`src/rtl/mii_pkg.sv`:
```
// Shared definitions for the MII receive deframer.
//   rx_state_e       : deframer FSM states
//   MII_*_NIB        : preamble / start-of-frame-delimiter nibble values
//   ST_*             : bit positions inside the 3-bit frame status word
package mii_pkg;

  typedef enum logic [1:0] {IDLE, PRE, DATA, DROP} rx_state_e;

  localparam logic [3:0] MII_PREAMBLE_NIB = 4'h5;
  localparam logic [3:0] MII_SFD_NIB      = 4'hD;

  localparam int ST_RXER     = 0;
  localparam int ST_DRIBBLE  = 1;
  localparam int ST_OVERSIZE = 2;

endpackage

```
`src/rtl/mii_nibble_packer.sv`:
```
// Packs MII nibbles low-nibble-first into bytes.
//   clk, rst   : clock, synchronous active-high reset
//   clr        : restart at phase 0 (start of payload)
//   en         : a payload nibble is present on nib this cycle
//   nib        : incoming nibble
//   byte_data  : {nib, stored low nibble}; meaningful when byte_done=1
//   byte_done  : high nibble of a byte is being accepted this cycle
//   phase      : 1 when a low nibble is stored and waiting for its partner
module mii_nibble_packer (
  input  logic       clk,
  input  logic       rst,
  input  logic       clr,
  input  logic       en,
  input  logic [3:0] nib,
  output logic [7:0] byte_data,
  output logic       byte_done,
  output logic       phase
);

  logic [3:0] low_q;

  always_ff @(posedge clk) begin
    if (rst || clr) begin
      phase <= 1'b0;
      low_q <= 4'h0;
    end else if (en) begin
      if (!phase) low_q <= nib;
      phase <= ~phase;
    end
  end

  // The byte is formed combinationally on the edge the high nibble arrives.
  assign byte_data = {nib, low_q};
  assign byte_done = en & phase;

endmodule

```
`src/rtl/mii_rx_deframer.sv`:
```
// MII receive deframer: strips preamble/SFD, packs nibbles into bytes and
// emits a byte stream with end-of-frame length/status plus good/bad counters.
//   phy_rx_clk, phy_rst            : clock, synchronous active-high reset
//   phy_rxd, phy_rx_dv, phy_rx_er  : MII receive pins
//   m_data, m_valid, m_last        : byte stream, single-cycle pulses, no backpressure
//   m_status                       : {oversize, dribble, rx_er}, updated with m_last
//   frame_len                      : byte count, updated with m_last
//   good_frames, bad_frames        : saturating frame counters
module mii_rx_deframer import mii_pkg::*; #(
  parameter int MAX_FRAME_BYTES = 1522,
  parameter int PREAMBLE_MIN    = 2,
  parameter int CNT_W           = 16
) (
  input  logic             phy_rx_clk,
  input  logic             phy_rst,
  input  logic [3:0]       phy_rxd,
  input  logic             phy_rx_dv,
  input  logic             phy_rx_er,
  output logic [7:0]       m_data,
  output logic             m_valid,
  output logic             m_last,
  output logic [2:0]       m_status,
  output logic [CNT_W-1:0] frame_len,
  output logic [CNT_W-1:0] good_frames,
  output logic [CNT_W-1:0] bad_frames
);

  localparam logic [7:0]       PCNT_MIN = 8'(PREAMBLE_MIN);
  localparam logic [7:0]       PCNT_SAT = 8'hFF;
  localparam logic [CNT_W-1:0] LEN_MAX  = CNT_W'(MAX_FRAME_BYTES);
  localparam logic [CNT_W-1:0] LEN_ONE  = {{(CNT_W-1){1'b0}}, 1'b1};

  rx_state_e        state_q, state_d;
  logic             dv_d;
  logic [7:0]       pcnt_q, pcnt_d;
  logic [CNT_W-1:0] len_q, len_d;
  logic             er_q, er_d;
  logic [7:0]       hold_q, hold_d;

  logic             emit, emit_last, good_inc, bad_inc;
  logic [2:0]       status_d;

  logic             pk_clr, pk_en, pk_done, pk_phase;
  logic [7:0]       pk_byte;

  mii_nibble_packer u_packer (
    .clk       (phy_rx_clk),
    .rst       (phy_rst),
    .clr       (pk_clr),
    .en        (pk_en),
    .nib       (phy_rxd),
    .byte_data (pk_byte),
    .byte_done (pk_done),
    .phase     (pk_phase)
  );

  always_comb begin
    state_d   = state_q;
    pcnt_d    = pcnt_q;
    len_d     = len_q;
    er_d      = er_q;
    hold_d    = hold_q;
    emit      = 1'b0;
    emit_last = 1'b0;
    status_d  = 3'b000;
    good_inc  = 1'b0;
    bad_inc   = 1'b0;
    pk_clr    = 1'b0;
    pk_en     = 1'b0;

    case (state_q)
      IDLE: begin
        // Only a rising dv starts a frame; dv_d resets high so a frame
        // already in flight at reset release is skipped entirely.
        if (phy_rx_dv && !dv_d) begin
          if (phy_rxd == MII_PREAMBLE_NIB) begin
            state_d = PRE;
            pcnt_d  = 8'd1;
          end else begin
            state_d = DROP;
            bad_inc = 1'b1;
          end
        end
      end

      PRE: begin
        if (!phy_rx_dv) begin
          state_d = IDLE;
          bad_inc = 1'b1;
        end else if (phy_rxd == MII_PREAMBLE_NIB) begin
          if (pcnt_q != PCNT_SAT) pcnt_d = pcnt_q + 8'd1;
        end else if (phy_rxd == MII_SFD_NIB && pcnt_q >= PCNT_MIN) begin
          state_d = DATA;
          pk_clr  = 1'b1;
          len_d   = '0;
          er_d    = 1'b0;
        end else begin
          state_d = DROP;
          bad_inc = 1'b1;
        end
      end

      DATA: begin
        if (phy_rx_dv) begin
          pk_en = 1'b1;
          er_d  = er_q | phy_rx_er;
          if (pk_done) begin
            if (len_q == LEN_MAX) begin
              // One byte too many: close the frame on the held byte and
              // discard the rest of it.
              emit                  = 1'b1;
              emit_last             = 1'b1;
              status_d[ST_OVERSIZE] = 1'b1;
              status_d[ST_RXER]     = er_d;
              bad_inc               = 1'b1;
              state_d               = DROP;
            end else begin
              // Held byte goes out only once its successor exists, so the
              // final byte can still be tagged m_last at end of frame.
              emit   = (len_q != '0);
              hold_d = pk_byte;
              len_d  = len_q + LEN_ONE;
            end
          end
        end else begin
          state_d = IDLE;
          if (len_q == '0) begin
            bad_inc = 1'b1;
          end else begin
            emit                 = 1'b1;
            emit_last            = 1'b1;
            status_d[ST_DRIBBLE] = pk_phase;
            status_d[ST_RXER]    = er_q;
            good_inc             = !(pk_phase || er_q);
            bad_inc              = pk_phase || er_q;
          end
        end
      end

      DROP: begin
        if (!phy_rx_dv) state_d = IDLE;
      end

      default: state_d = IDLE;
    endcase
  end

  always_ff @(posedge phy_rx_clk) begin
    if (phy_rst) begin
      state_q     <= IDLE;
      dv_d        <= 1'b1;
      pcnt_q      <= '0;
      len_q       <= '0;
      er_q        <= 1'b0;
      hold_q      <= '0;
      m_data      <= '0;
      m_valid     <= 1'b0;
      m_last      <= 1'b0;
      m_status    <= '0;
      frame_len   <= '0;
      good_frames <= '0;
      bad_frames  <= '0;
    end else begin
      state_q <= state_d;
      dv_d    <= phy_rx_dv;
      pcnt_q  <= pcnt_d;
      len_q   <= len_d;
      er_q    <= er_d;
      hold_q  <= hold_d;
      m_valid <= emit;
      m_last  <= emit_last;
      if (emit) m_data <= hold_q;
      if (emit_last) begin
        m_status  <= status_d;
        frame_len <= len_q;
      end
      if (good_inc && good_frames != '1) good_frames <= good_frames + LEN_ONE;
      if (bad_inc && bad_frames != '1)   bad_frames  <= bad_frames + LEN_ONE;
    end
  end

endmodule

```
`config.mk`:
```
export PLATFORM = sky130hd
export DESIGN_NAME = mii_rx_deframer
export DESIGN_NICKNAME = d
export VERILOG_FILES = /design/src/rtl/mii_pkg.sv /design/src/rtl/mii_nibble_packer.sv /design/src/rtl/mii_rx_deframer.sv
export SDC_FILE = /design/constraint.sdc
export NUM_CORES = 1
export LEC_CHECK = 0
export ABC_AREA = 1
export BUFFER_PORTS_ARGS = -buffer_cell sky130_fd_sc_hd__buf_4
export CORE_MARGIN = 10
export CORE_UTILIZATION = 40
export CTS_BUF_LIST = sky130_fd_sc_hd__clkbuf_8
export CTS_CLUSTER_SIZE = 40
export DETAILED_ROUTE_END_ITERATION = 8
export PLACE_DENSITY = 0.57
export SLEW_MARGIN = 20
export SYNTH_ARGS = -nofsm -noshare
export SYNTH_HDL_FRONTEND = slang
export SYNTH_SLANG_ARGS = --single-unit
```
`constraint.sdc`:
```
create_clock -name phy_rx_clk -period 4.7 [get_ports phy_rx_clk]
set_input_delay 0.94 -clock phy_rx_clk [delete_from_list [all_inputs] [get_ports phy_rx_clk]]
set_output_delay 0.94 -clock phy_rx_clk [all_outputs]
set_load 0.005 [all_outputs]
```
==> results.json, run 1 <==
{
  "initial_core_util": 0.407,
  "synthDistinctLibCells": 38,
  "irDropWorstVdd_v": 0.000163,
  "worstHoldPathCells": 2,
  "ios": 69,
  "syn2layout_area_growth_pct": 14.7,
  "worstPathMaxFanout": 64,
  "fillerInstances": 1344,
  "syn-instance-count": 734,
  "setup.worst_path.class": "in2reg",
  "yosys.area_share.adder": 0.0170,
  "stdcell_area_um2": 5900,
  "synth-simple-area-share": 0.318,
  "post_cts_hold_buffer_count": 0,
  "postCtsSetupRepairBufs": 0,
  "ant_nets": 0,
  "floorplan.core_area_um2": 12600,
  "row_count": 41,
  "h_tree_depth": 3,
  "drive_above_1_share": 0.135,
  "min_period_over_period": 0.502,
  "grt_usage": 0.142,
  "timing.critical_path.required_ns": 4.94,
  "place.gp.congestion": 0.893,
  "yosysSeqAreaShare": 0.397,
  "cts_tree": "built",
  "dominant_combinational_cell_family_by_area_after_synthesis": "simple AND/OR/NAND/NOR gates",
  "ff2ff_path_depth": 7,
  "max_clock_freq_mhz": 424,
  "cts_buffer_depth": 2,
  "hpwlAfterDp_um": 9160,
  "setup_repair_after_global_routing_missed_its_margin": "no",
  "final_max_slew_viol_count": 0,
  "worst_slew_pin_slew_ns": 0.788,
  "diode_count": 0,
  "netlist_area_um2": 5140,
  "fin_nets": 802,
  "synth_compound_area_frac": 0.128,
  "yosys.area_share.xor_xnor": 0.0613,
  "routed_wire_length_per_instance_um": 13.1,
  "cts_made_buffers": 9,
  "finalHoldWorstSlack_ns": 0.454,
  "powerDensity_nw_per_um2": 324,
  "cell_at_the_root_of_the_clock_tree": "sky130_fd_sc_hd__clkbuf_8",
  "post_synth.cell_area_avg_um2": 7.00,
  "synth.mux.area_fraction": 0,
  "grt_first_pass_wirelength_um": 21600,
  "cts_clk_pin_slew_worst_paths_ns": 0.10,
  "synth.ff_latch_count": 102,
  "synthesis.nets": 749,
  "worst_skew_pair.late_latency_ns": 0.37,
  "synthesis.yosys.warnings": 0,
  "dieWidth_um": 133,
  "quantity_of_gates_resized_following_cts": 0,
  "slew_headroom": 0.474,
  "grt_antenna_before_repair": 0,
  "grt_max_degree": 65,
  "die_h_um": 133,
  "cap_violations": 0,
  "hold_viol_final": 0,
  "layout_commonest_cell": "sky130_fd_sc_hd__nand2_1",
  "min_cycle_time_layout_ns": 2.36,
  "timing.hold.worst.class": "reg2reg",
  "grt.overflow.total": 0,
  "setup.worst_path.end_class": "register",
  "fin_worst_skew_ns": 0.00738,
  "final_cell_mix": "sky130_fd_sc_hd__nand2_1 (180), sky130_fd_sc_hd__dfxtp_1 (102), sky130_fd_sc_hd__nor2_1 (97)",
  "routed_vias": 4702,
  "routed_wirelength_um": 12600,
  "total_leakage_power_nw": 2.21,
  "vias_per_cell": 4.88,
  "setup.worst_path.start_class": "input port",
  "clock_sink_count": 102,
  "dr.pass1.iters": 4,
  "die_area_um2": 17800,
  "drc_markers": 0,
  "grt_pass1_vias": 4481,
  "placement.cell_area_um2": 5710,
  "setup-tns-final_ns": 0,
  "finalSetupViolCount": 0,
  "arrival_ns": 2.60,
  "result_of_the_run": "complete, no violations",
  "dr.first_iter.drc_count": 281,
  "io_buffers": 68
}
-- where the power goes --
group | switching [W] | internal [W]
Clock | 0.000295 | 0.000239
Sequential | 0.0000470 | 0.000900
Combinational | 0.000317 | 0.000116
-- worst paths after layout --
check | from | to | slack (ns)
setup / recovery | phy_rst | len_q[6] | 2.34
hold / removal | m_data[4] | m_data[4] | 0.45
setup reg to reg | bad_frames[0] | bad_frames[9] | 2.48
hold reg to reg | m_data[4] | m_data[4] | 0.45
-- cell type report --
| type | instances | area (um^2) | area share |
|---|---|---|---|
| clock buffers | 9 | 124 | 0.0210 |
| clock inverters | 6 | 57.6 | 0.00976 |
| inverters | 65 | 246 | 0.0418 |
| multi-input cells | 540 | 2700 | 0.457 |
| flip-flops and latches | 102 | 2040 | 0.346 |
| well taps | 172 | 215 | 0.0365 |
| repair buffers | 69 | 518 | 0.0878 |
-- registers in the layout, indices dropped and copies added, names as in the netlist, 3 cells and up --
name            flops
bad_frames         16
frame_len          16
good_frames        16
hold_q              8
len_q              16
m_data              8
m_status            3
pcnt_q              8
u_packer.low_q      4
-- cells in the mapped netlist (all sizes together) --
cell type | number | area (um^2)
a31oi | 1 | 6.26
inv | 64 | 243
buf | 16 | 116
a211oi | 2 | 15.0
nor3b | 2 | 15.0
ha | 7 | 87.6
a21boi | 1 | 7.51
nand2 | 187 | 744
nor2 | 102 | 428
clkinv | 1 | 3.75
a21oi | 87 | 450
dfxtp | 102 | 2040
o21ai | 32 | 164
o211ai | 1 | 7.51
nand3 | 53 | 270
xnor2 | 8 | 70.1
xor2 | 28 | 245
nor3 | 17 | 100
o22ai | 1 | 6.26
clkbuf | 11 | 41.3
nand4 | 9 | 62.6
nand3b | 2 | 15.0
-- kinds of logic (layout without fill, tap and decap cells) --
| logic type | count (synthesis) | count (layout) |
|---|---|---|
| AND/OR/NAND/NOR | 372 | 372 |
| flip-flops | 102 | 102 |
| AO/OA/AOI/OAI | 125 | 125 |
| XOR/XNOR | 36 | 36 |
| adder cells (fa/ha/maj) | 7 | 7 |
| buffers and inverters | 92 | 149 |
-- per-layer routing --
layer	up-vias	global-route usage	share of wire
li1	2475	-	-
met1	2140	0.181	0.48
met2	75	0.233	0.47
met3	12	0.0267	0.041
met4	0	0.0556	0.015
met5	-	0	0
-- worst max-delay path: stages --
cell                      delay (ns)
sky130_fd_sc_hd__buf_4          0.52
sky130_fd_sc_hd__inv_1          0.57
sky130_fd_sc_hd__o21ai_1        0.46
sky130_fd_sc_hd__a21oi_1        0.08
-- stage by stage --
| step | total power (W) | setup slack [ns] | util | instances |
|---|---|---|---|---|
| floorplan | 0.00132 | 2.60 | - | 734 |
| global placement | 0.00139 | 2.02 | 0.452 | 947 |
| detailed placement | 0.00140 | 1.88 | 0.452 | 947 |
| CTS | 0.00194 | 2.29 | 0.467 | 962 |
| global route | 0.00203 | 2.10 | 0.467 | 963 |
| finish | 0.00191 | 2.34 | 0.467 | 963 |
Power figures use the tool's default switching activity.
==> run 2: changes to the inputs <==
==> constraint.sdc (replaced) <==
create_clock -name phy_rx_clk -period 2.35 [get_ports phy_rx_clk]
set_input_delay 0.47 -clock phy_rx_clk [delete_from_list [all_inputs] [get_ports phy_rx_clk]]
set_output_delay 0.47 -clock phy_rx_clk [all_outputs]
set_load 0.005 [all_outputs]
==> results.json, run 2 (synthesis results as in run 1) <==
{
  "finish.utilization": 0.478,
  "placement.cell_area_um2": 5800,
  "row_count": 41,
  "setup.worst_path.class": "reg2reg",
  "timing.hold.worst.class": "in2reg",
  "cts_made_buffers": 9,
  "cts_clk_pin_slew_worst_paths_ns": 0.10,
  "place.gp.congestion": 0.949,
  "io_buffers": 68,
  "grt_antenna_before_repair": 0,
  "hpwlAfterDp_um": 9710,
  "min_cycle_time_layout_ns": 2.12,
  "h_tree_depth": 3,
  "cts_buffer_depth": 2,
  "dr.pass1.iters": 5,
  "grt_max_degree": 64,
  "dr.first_iter.drc_count": 360,
  "routed_wirelength_um": 13400,
  "vias_per_cell": 4.96,
  "setup-tns-final_ns": 0,
  "arrival_ns": 2.43,
  "grt_usage": 0.147,
  "final_max_slew_viol_count": 0,
  "ios": 69,
  "min_period_over_period": 0.901,
  "ant_nets": 0,
  "finalHoldWorstSlack_ns": 0.364,
  "slew_headroom": 0.302,
  "drive_above_1_share": 0.157,
  "cap_violations": 0,
  "total_leakage_power_nw": 2.28,
  "setup.worst_path.end_class": "register",
  "dieWidth_um": 133,
  "routed_wire_length_per_instance_um": 13.6,
  "fin_nets": 818,
  "floorplan.core_area_um2": 12600,
  "clock_sink_count": 102,
  "cts_tree": "built",
  "stdcell_area_um2": 6030,
  "quantity_of_gates_resized_following_cts": 0,
  "initial_core_util": 0.407,
  "max_clock_freq_mhz": 472,
  "grt_pass1_vias": 4493,
  "worst_skew_pair.late_latency_ns": 0.38,
  "timing.critical_path.required_ns": 2.66,
  "die_area_um2": 17800,
  "syn2layout_area_growth_pct": 17.3,
  "hold_viol_final": 0,
  "setup_repair_after_global_routing_missed_its_margin": "no",
  "routed_vias": 4863,
  "cell_at_the_root_of_the_clock_tree": "sky130_fd_sc_hd__clkbuf_8",
  "powerDensity_nw_per_um2": 645,
  "grt_first_pass_wirelength_um": 22000,
  "setup.worst_path.start_class": "register",
  "result_of_the_run": "complete, no violations",
  "total_power_w": 0.00389,
  "finalSetupViolCount": 0,
  "layout_commonest_cell": "sky130_fd_sc_hd__nand2_1",
  "irDropWorstVdd_v": 0.000333,
  "grt.overflow.total": 0,
  "diode_count": 0,
  "worst_slew_pin_slew_ns": 1.04,
  "fin_worst_skew_ns": 0.00937,
  "die_h_um": 133,
  "worstPathMaxFanout": 11,
  "final_cell_mix": "sky130_fd_sc_hd__nand2_1 (180), sky130_fd_sc_hd__dfxtp_1 (102), sky130_fd_sc_hd__nor2_1 (97)",
  "drc_markers": 0
}
-- run 2: cell count changes in the layout (fill, tap and decap cells not counted), sizes merged --
| cell | change |
|---|---|
| bufinv | -1 |
| clkbuf | -1 |
| buf | +17 |
| clkinvlp | +2 |
-- run 2: area by class of cell --
type,count,area [um^2]
clock buffer,9,124
clock inverter,7,56.3
fill,1311,6590
inverter,65,246
multi-input combinational,540,2700
sequential,102,2040
tap,172,215
timing repair buffer,85,651
-- run 2: repair_timing --
item | in CTS | in global routing
setup buffers | 0 | 5
hold buffers | 0 | 0
setup endpoints to repair | 0 | 1
-- run 2: power breakdown --
group	internal (W)	leakage (nW)	switching [W]
clock	0.000398	0.0842	0.000669
sequential	0.00180	0.823	0.0000906
combinational	0.000269	1.38	0.000660
total	0.00247	2.28	0.00142
-- run 2: routing by layer --
layer | part of all wire | GRT usage
met5 | 0 | 0
met4 | 0.018 | 0.0550
met3 | 0.056 | 0.0342
met2 | 0.46 | 0.235
met1 | 0.47 | 0.187
-- run 2: metrics by stage --
stage / worst slack, ns / instances
floorplan: 0.599 / 734
global placement: 0.335 / 959
detailed placement: 0.268 / 959
CTS: 0.255 / 975
global route: 0.0419 / 980
finish: 0.233 / 980
-- run 2: critical path, stage by stage, from the launching register on --
cell                      delay, ns
sky130_fd_sc_hd__dfxtp_1       0.41
sky130_fd_sc_hd__ha_1          0.26
sky130_fd_sc_hd__nand2_1       0.11
sky130_fd_sc_hd__nor3_2        0.35
sky130_fd_sc_hd__nand3_1       0.14
sky130_fd_sc_hd__nor2_1        0.20
sky130_fd_sc_hd__nor2_4        0.11
sky130_fd_sc_hd__buf_4         0.15
sky130_fd_sc_hd__nand2_1       0.07
sky130_fd_sc_hd__o21ai_0       0.09
sky130_fd_sc_hd__a21oi_1       0.15
-- run 2: path summary, 6_finish.rpt --
check / cells after the start / endpoint / slack (ns) / start
hold reg to reg: 2 / m_data[2] / 0.45 / m_data[2]
setup / recovery: 10 / good_frames[3] / 0.23 / good_frames[1]
setup reg to reg: 10 / good_frames[3] / 0.23 / good_frames[1]
hold / removal: 3 / u_packer.low_q[3] / 0.36 / phy_rxd[3]
